<file path="src/rtl/wddl_xor_arbiter.sv">
// rtl/wddl_xor_arbiter.sv - WDDL dual-rail XOR sequencer and two-way round-robin arbiter (optional WDDL_RAIL_CHECK_EN)
module wddl_xor_arbiter #(
   parameter int WORD = 32
) (
   input  logic            clk,
   input  logic            rst,
   input  logic            req0_valid,
   output logic            req0_ready,
   input  logic [WORD-1:0] req0_a_t,
   input  logic [WORD-1:0] req0_a_f,
   input  logic [WORD-1:0] req0_b_t,
   input  logic [WORD-1:0] req0_b_f,
   input  logic            req1_valid,
   output logic            req1_ready,
   input  logic [WORD-1:0] req1_a_t,
   input  logic [WORD-1:0] req1_a_f,
   input  logic [WORD-1:0] req1_b_t,
   input  logic [WORD-1:0] req1_b_f,
   output logic [WORD-1:0] xa_t,
   output logic [WORD-1:0] xa_f,
   output logic [WORD-1:0] xb_t,
   output logic [WORD-1:0] xb_f,
   input  logic [WORD-1:0] xo_t,
   input  logic [WORD-1:0] xo_f,
   output logic            res_valid,
   input  logic            res_ready,
   output logic [WORD-1:0] res_t,
   output logic [WORD-1:0] res_f,
   output logic            res_id,
   output logic            fault
);

   typedef enum logic [1:0] {IDLE, EVAL, RESP} state_t;

   state_t          state_q, state_d;
   logic            last_q, last_d;
   logic            id_q, id_d;
   logic [WORD-1:0] a_t_q, a_t_d, a_f_q, a_f_d;
   logic [WORD-1:0] b_t_q, b_t_d, b_f_q, b_f_d;
   logic [WORD-1:0] res_t_q, res_t_d, res_f_q, res_f_d;

   logic            gnt_any;
   logic            gnt_id;
   logic [WORD-1:0] sel_a_t, sel_a_f, sel_b_t, sel_b_f;
   logic            eval_en;

   // A lone request wins; on a tie the requester not granted last wins
   assign gnt_any = req0_valid | req1_valid;
   assign gnt_id  = (req0_valid && req1_valid) ? ~last_q : req1_valid;
   assign sel_a_t = gnt_id ? req1_a_t : req0_a_t;
   assign sel_a_f = gnt_id ? req1_a_f : req0_a_f;
   assign sel_b_t = gnt_id ? req1_b_t : req0_b_t;
   assign sel_b_f = gnt_id ? req1_b_f : req0_b_f;

   // Next-state, operand latch, result capture and combinational grant
   always_comb begin
      state_d    = state_q;
      last_d     = last_q;
      id_d       = id_q;
      a_t_d      = a_t_q;
      a_f_d      = a_f_q;
      b_t_d      = b_t_q;
      b_f_d      = b_f_q;
      res_t_d    = res_t_q;
      res_f_d    = res_f_q;
      req0_ready = 1'b0;
      req1_ready = 1'b0;
      case (state_q)
         IDLE: begin
            if (gnt_any) begin
               req0_ready = ~gnt_id;
               req1_ready = gnt_id;
               a_t_d      = sel_a_t;
               a_f_d      = sel_a_f;
               b_t_d      = sel_b_t;
               b_f_d      = sel_b_f;
               id_d       = gnt_id;
               last_d     = gnt_id;
               state_d    = EVAL;
            end
         end
         EVAL: begin
            res_t_d = xo_t;
            res_f_d = xo_f;
            a_t_d   = '0;
            a_f_d   = '0;
            b_t_d   = '0;
            b_f_d   = '0;
            state_d = RESP;
         end
         RESP: begin
            if (res_ready) begin
               res_t_d = '0;
               res_f_d = '0;
               state_d = IDLE;
            end
         end
         default: state_d = IDLE;
      endcase
   end

   // State, pointer, operand and result registers
   always_ff @(posedge clk or posedge rst) begin
      if (rst) begin
         state_q <= IDLE;
         last_q  <= 1'b1;
         id_q    <= 1'b0;
         a_t_q   <= '0;
         a_f_q   <= '0;
         b_t_q   <= '0;
         b_f_q   <= '0;
         res_t_q <= '0;
         res_f_q <= '0;
      end else begin
         state_q <= state_d;
         last_q  <= last_d;
         id_q    <= id_d;
         a_t_q   <= a_t_d;
         a_f_q   <= a_f_d;
         b_t_q   <= b_t_d;
         b_f_q   <= b_f_d;
         res_t_q <= res_t_d;
         res_f_q <= res_f_d;
      end
   end

   // Rails are gated so the datapath precharges even if a register glitches
   assign eval_en   = (state_q == EVAL);
   assign xa_t      = {WORD{eval_en}} & a_t_q;
   assign xa_f      = {WORD{eval_en}} & a_f_q;
   assign xb_t      = {WORD{eval_en}} & b_t_q;
   assign xb_f      = {WORD{eval_en}} & b_f_q;
   assign res_valid = (state_q == RESP);
   assign res_t     = {WORD{res_valid}} & res_t_q;
   assign res_f     = {WORD{res_valid}} & res_f_q;
   assign res_id    = id_q;

`ifdef WDDL_RAIL_CHECK_EN
   logic fault_q;
   logic viol;

   // Rail discipline per phase: operands complementary, result complementary, then precharged
   always_comb begin
      viol = 1'b0;
      case (state_q)
         IDLE:    viol = gnt_any && (!(&(sel_a_t ^ sel_a_f)) || !(&(sel_b_t ^ sel_b_f)));
         EVAL:    viol = !(&(xo_t ^ xo_f));
         RESP:    viol = |(xo_t | xo_f);
         default: viol = 1'b0;
      endcase
   end

   // Sticky fault flag, cleared only by reset
   always_ff @(posedge clk or posedge rst) begin
      if (rst) fault_q <= 1'b0;
      else     fault_q <= fault_q | viol;
   end

   assign fault = fault_q;
`else
   assign fault = 1'b0;
`endif

endmodule

</file>
<file path="config.mk">
export PLATFORM = sky130hd
export DESIGN_NAME = wddl_xor_arbiter
export DESIGN_NICKNAME = d
export VERILOG_FILES = /design/src/rtl/wddl_xor_arbiter.sv
export SDC_FILE = /design/constraint.sdc
export NUM_CORES = 1
export LEC_CHECK = 0
export BUFFER_PORTS_ARGS = -buffer_cell sky130_fd_sc_hd__buf_2
export CAP_MARGIN = 10
export CORE_AREA = 10 10 193 195
export CTS_BUF_LIST = sky130_fd_sc_hd__clkbuf_8
export DETAILED_ROUTE_END_ITERATION = 7
export DIE_AREA = 0 0 203 205
export GPL_TIMING_DRIVEN = 0
export MAX_ROUTING_LAYER = met4
export PLACE_DENSITY = 0.57
export SLEW_MARGIN = 20
export SYNTH_ARGS = -nofsm -noshare
export SYNTH_HDL_FRONTEND = slang
export SYNTH_SLANG_ARGS = --single-unit
</file>
<file path="constraint.sdc">
create_clock -name clk -period 5.16 [get_ports clk]
set_input_delay 0 -clock clk [delete_from_list [all_inputs] [get_ports clk]]
set_output_delay 0 -clock clk [all_outputs]
set_load 0.1 [all_outputs]
</file>
Word-level counts from Yosys, hierarchy flattened --
Index checks and enable logic that the tools add are counted.
Cells by class: reductions and logical operators 8, equality and inequality tests 4, bitwise logic cells 9, muxes and demuxes 23
Operators with widths (number):
- $pmux 32 s2 | 6
- $mux 32 | 9
- $and 32x32->32 | 6
- $reduce_and 2->1 | 4
- $pmux 2 s3 | 1
- $mux 1 | 5
- $mux 2 | 2
- $reduce_bool 2->1 | 2
- $eq 2x1->1 const B | 1
- $eq 2x2->1 const B | 1
- $logic_not 2->1 | 1
- $ne 2x1->1 const B | 1
- $ne 2x2->1 const B | 1
- $not 1->1 | 2
- $logic_and 1x1->1 | 1
- $or 1x1->1 | 1
Storage, ports and cells: register bits after elaboration 196, bits of input ports 325

Depth between registers and ports, before layout --
depth after elaboration 5, gate-level depth with buffers 5

Least setup slack after synthesis --
OpenSTA, ideal clock, no wires.
path kind register -> output, start reg state_q[0], end out res_f[22], path buffers 1, setup slack 2.638 ns, arrival time 2.522 ns, cell stages (with the launch flop) 4, data required time 5.160 ns, path through dfrtp_1 > and2b_1 > clkbuf_1 > and2_1
Between the ends: cells in the longest elaborated chain, start to end 2
RTL lines:
- from (decl) | RTL line 35 | state_t state_q, state_d;
- from (signal assigned) | RTL line 115 | state_q <= state_d;
- $eq 2x2->1 | RTL line 133 | assign res_valid = (state_q == RESP);
- net res_valid | RTL line 25 | output logic res_valid,
- $and 32x32->32 | RTL line 135 | assign res_f = {WORD{res_valid}} & res_f_q;
- to (decl) | RTL line 28 | output logic [WORD-1:0] res_f,
The timed path passes the listed nets, and every way through them passes these cells.

Worst setup path in the final report --
start reg state_q[0], end out xb_t[28]
Between the ends: cells in the longest elaborated chain, start to end 2
RTL lines:
- $eq 2x1->1 | RTL line 128 | assign eval_en = (state_q == EVAL);
- $and 32x32->32 | RTL line 131 | assign xb_t = {WORD{eval_en}} & b_t_q;
- to (decl) | RTL line 21 | output logic [WORD-1:0] xb_t,
Every way passes these cells.

==> results by group <==
Yosys
  • Post-synthesis sequential area ratio: 0.5058
  • Count leader, synth: dfrtp_1
  • EDFF count, synth: 0
  • Synthesized area: 0.009699 mm²
  • Number of synthesized register bits: 196
  • Share of the synthesized area in the top cell type: 0.5031
  • Mapped Nets: 1,287
  • Largest area contributor in the netlist: dfrtp_1
  • Warnings, synthesis: 0
  • Top post-synthesis cells by area: dfrtp_1, a221o_1, and2_1
  • Cells after Synth: 962
  • Ys flop type: dfrtp_1
  • Most frequent cells after synthesis: dfrtp_1, and2_1, nand2_1
  • Synth cell types: 26
  • Ys async rst share: 1.000
  • Syn Area/Cell: 10.08 µm²

Routing
  • Detailed Routing Iterations Pass 1: 5
  • Total number of vias: 11,330
  • Initial DRC Count: 593
  • Routed vias/inst: 4.912
  • Routed Antenna Nets: 0
  • Number of remaining DRC errors: 0
  • Wire per inst: 21.11 µm
  • Drt total wl: 48,690 µm

Floorplan
  • DIE WIDTH: 203 µm
  • Initial core utilization: 0.2914
  • Chip height: 205 µm
  • Rows: 67
  • Die Footprint: 0.04162 mm²
  • Core Region: 0.03328 mm²
  • Io pins: 522

Timing
  • Clock Skew: 22.97 ps
  • Final Hold Fails: 0
  • Final worst-path cycle share: 0.5750
  • Worst-margin pin slew: 799.8 ps
  • Setup Viol. Count Final: 0
  • RSZ-0062 raised after global routing: no
  • Rel. slew slack: 0.4668
  • TNS Setup: 0 ps
  • Fmax achieved: 0.3371 GHz
  • Min Tclk post-route: 2967 ps
  • Max-slew violations: 0

Global route
  • Global route overflow: 0
  • Total track usage: 0.2313
  • Largest net degree at the start of global routing: 32
  • Initial antenna violation count: 8
  • First-pass GRT wire length: 72,570 µm
  • Vias in the first global route: 12,420

Final layout
  • Area growth syn-to-layout: 72.36%
  • Fin area: 0.01672 mm²
  • Post-Layout Cell Count: 2,306
  • Layout cells sized above 1: 0.3436
  • Fin util: 0.5023
  • Nets: 2,160

Status
  • Status: finished, final reports clean

Clock tree
  • H-tree levels: 4
  • CTS tree: yes
  • Skew-Pair Late Insertion Delay: 520 ps
  • Clock Sink Count: 196
  • Clock Root Buffer: clkbuf_8
  • CTS Buffer Depth: 2
  • Inserted Clock Buffers: 17
  • Clock-pin slew on the worst setup and hold paths: 120 ps

Critical path
  • Kind of critical path: flop to primary output
  • Crit path launch type: flop
  • Critical Path End Type: primary output
  • CP Cell Sequence: nor2b_1 > buf_2 > buf_2 > clkbuf_1 > and2_1 > buf_2
  • CP bufs+invs: 4
  • Worst Path Arrival: 2970 ps
  • Slowest stage delay, CP: 560 ps
  • CP dominant cell by count: buf_2
  • Worst EP required: 5160 ps
  • Cell family with most CP delay: buffers and inverters
  • Maximum fanout along the worst path: 11
  • Crit-path slowest cell: clkbuf_1

Place
  • Routability cong.: 0.9097
  • Post-DP HPWL: 35,800 µm
  • Dpl cells: 1,936
  • Area after DPL: 0.01299 mm²
  • Port Buffers: 520

Power
  • Pwr dens: 646.2 mW/mm²
  • Worst vdd rail ir drop: 0.0003510 V
  • P_leak: 0.008767 µW

Flow run
  • Max-Cap Viols: 0

Hold path
  • HP Class: input pin to async pin
## area by class of cell
cell class,count,area (µm²)
fillers,3074,16560
repair buffers,854,6006
flip-flops and latches,196,4906
multi-input cells,657,4278
well taps,448,560.5
plain buffers,106,504.2
clock buffers,17,234.0
clock inverters,15,188.9
diodes,10,25.02
inverters,3,15.01
## per-layer routing
layer,vias to the layer above,GRT usage,part of all wire
met2,491,0.3913,0.50
li1,5241,-,-
met3,94,0.05276,0.060
met5,-,-,0
met1,5501,0.2583,0.40
met4,0,0.1005,0.036
## state kept, by name, summed over array words and instances (netlist names)
register / cells
a_f_q: 32
a_t_q: 32
b_f_q: 32
b_t_q: 32
last_q: 1
res_f_q: 32
res_id: 1
res_t_q: 32
state_q: 2
## per-stage QoR
step	hold WS, ps	total power (µW)	worst slack [ps]
floorplan	139.7	7324	2628
CTS	101.4	10790	2131
global placement	226.5	8706	1157
finish	166.7	10800	2193
global route	195.3	11340	2032
detailed placement	155.0	8756	2723
## worst reg2reg max path: stages (launching register included)
cell and delay (ps):
dfrtp_1 450, or2_2 320, buf_2 250, buf_2 260, nor3_1 430, a221o_1 170, dlygate4sd3_1 540
## placed cells by master (no fill, tap or decap), types with 2 or more instances in the layout
cell type	instances
clkinv_4	4
inv_6	5
inv_1	2
buf_6	2
clkbuf_1	32
bufinv_16	2
dfrtp_1	195
clkbuf_8	17
diode_2	10
a22o_1	64
buf_12	6
o21a_1	2
nand2_1	129
buf_2	590
dlygate4sd3_1	328
a221o_1	128
nor2b_1	2
and2_1	193
inv_8	3
nor3_1	128
## where the power goes
group | internal, µW | total, µW | switching, µW
registers | 2280 | 2690 | 410
logic | 2270 | 7010 | 4740
clock network | 455 | 1100 | 644
## path summary, 6_finish.rpt
kind / startpoint / end / slack, ps / cells past startpoint
setup / recovery: state_q[0] / xb_t[28] / 2190 / 6
hold / removal: rst / a_t_q[11] / 170 / 3
setup reg to reg: state_q[0] / b_t_q[29] / 2710 / 6
hold reg to reg: res_t_q[23] / res_t_q[23] / 500 / 1
max in group asynchronous: rst / last_q / 3830 / 6
min in group clk: xo_t[10] / res_t_q[10] / 240 / 3
## cell families (layout without fill, tap and decap cells)
family	count (synthesis)	in the layout	share of synthesized area
AO/OA/AOI/OAI	197	197	0.1947
flip-flops	196	196	0.5058
buffers and inverters	109	995	0.05315
other	1	11	0.0003866
AND/OR/NAND/NOR	459	459	0.2460
## timing repair
| item | CTS | global route |
|---|---|---|
| gates resized for setup | 0 | 0 |
| endpoints found under the hold margin | 231 | 0 |
| buffers inserted | 0 | 0 |
| hold buffers | 328 | 0 |
No activity file was read; power rests on OpenSTA's default activity.
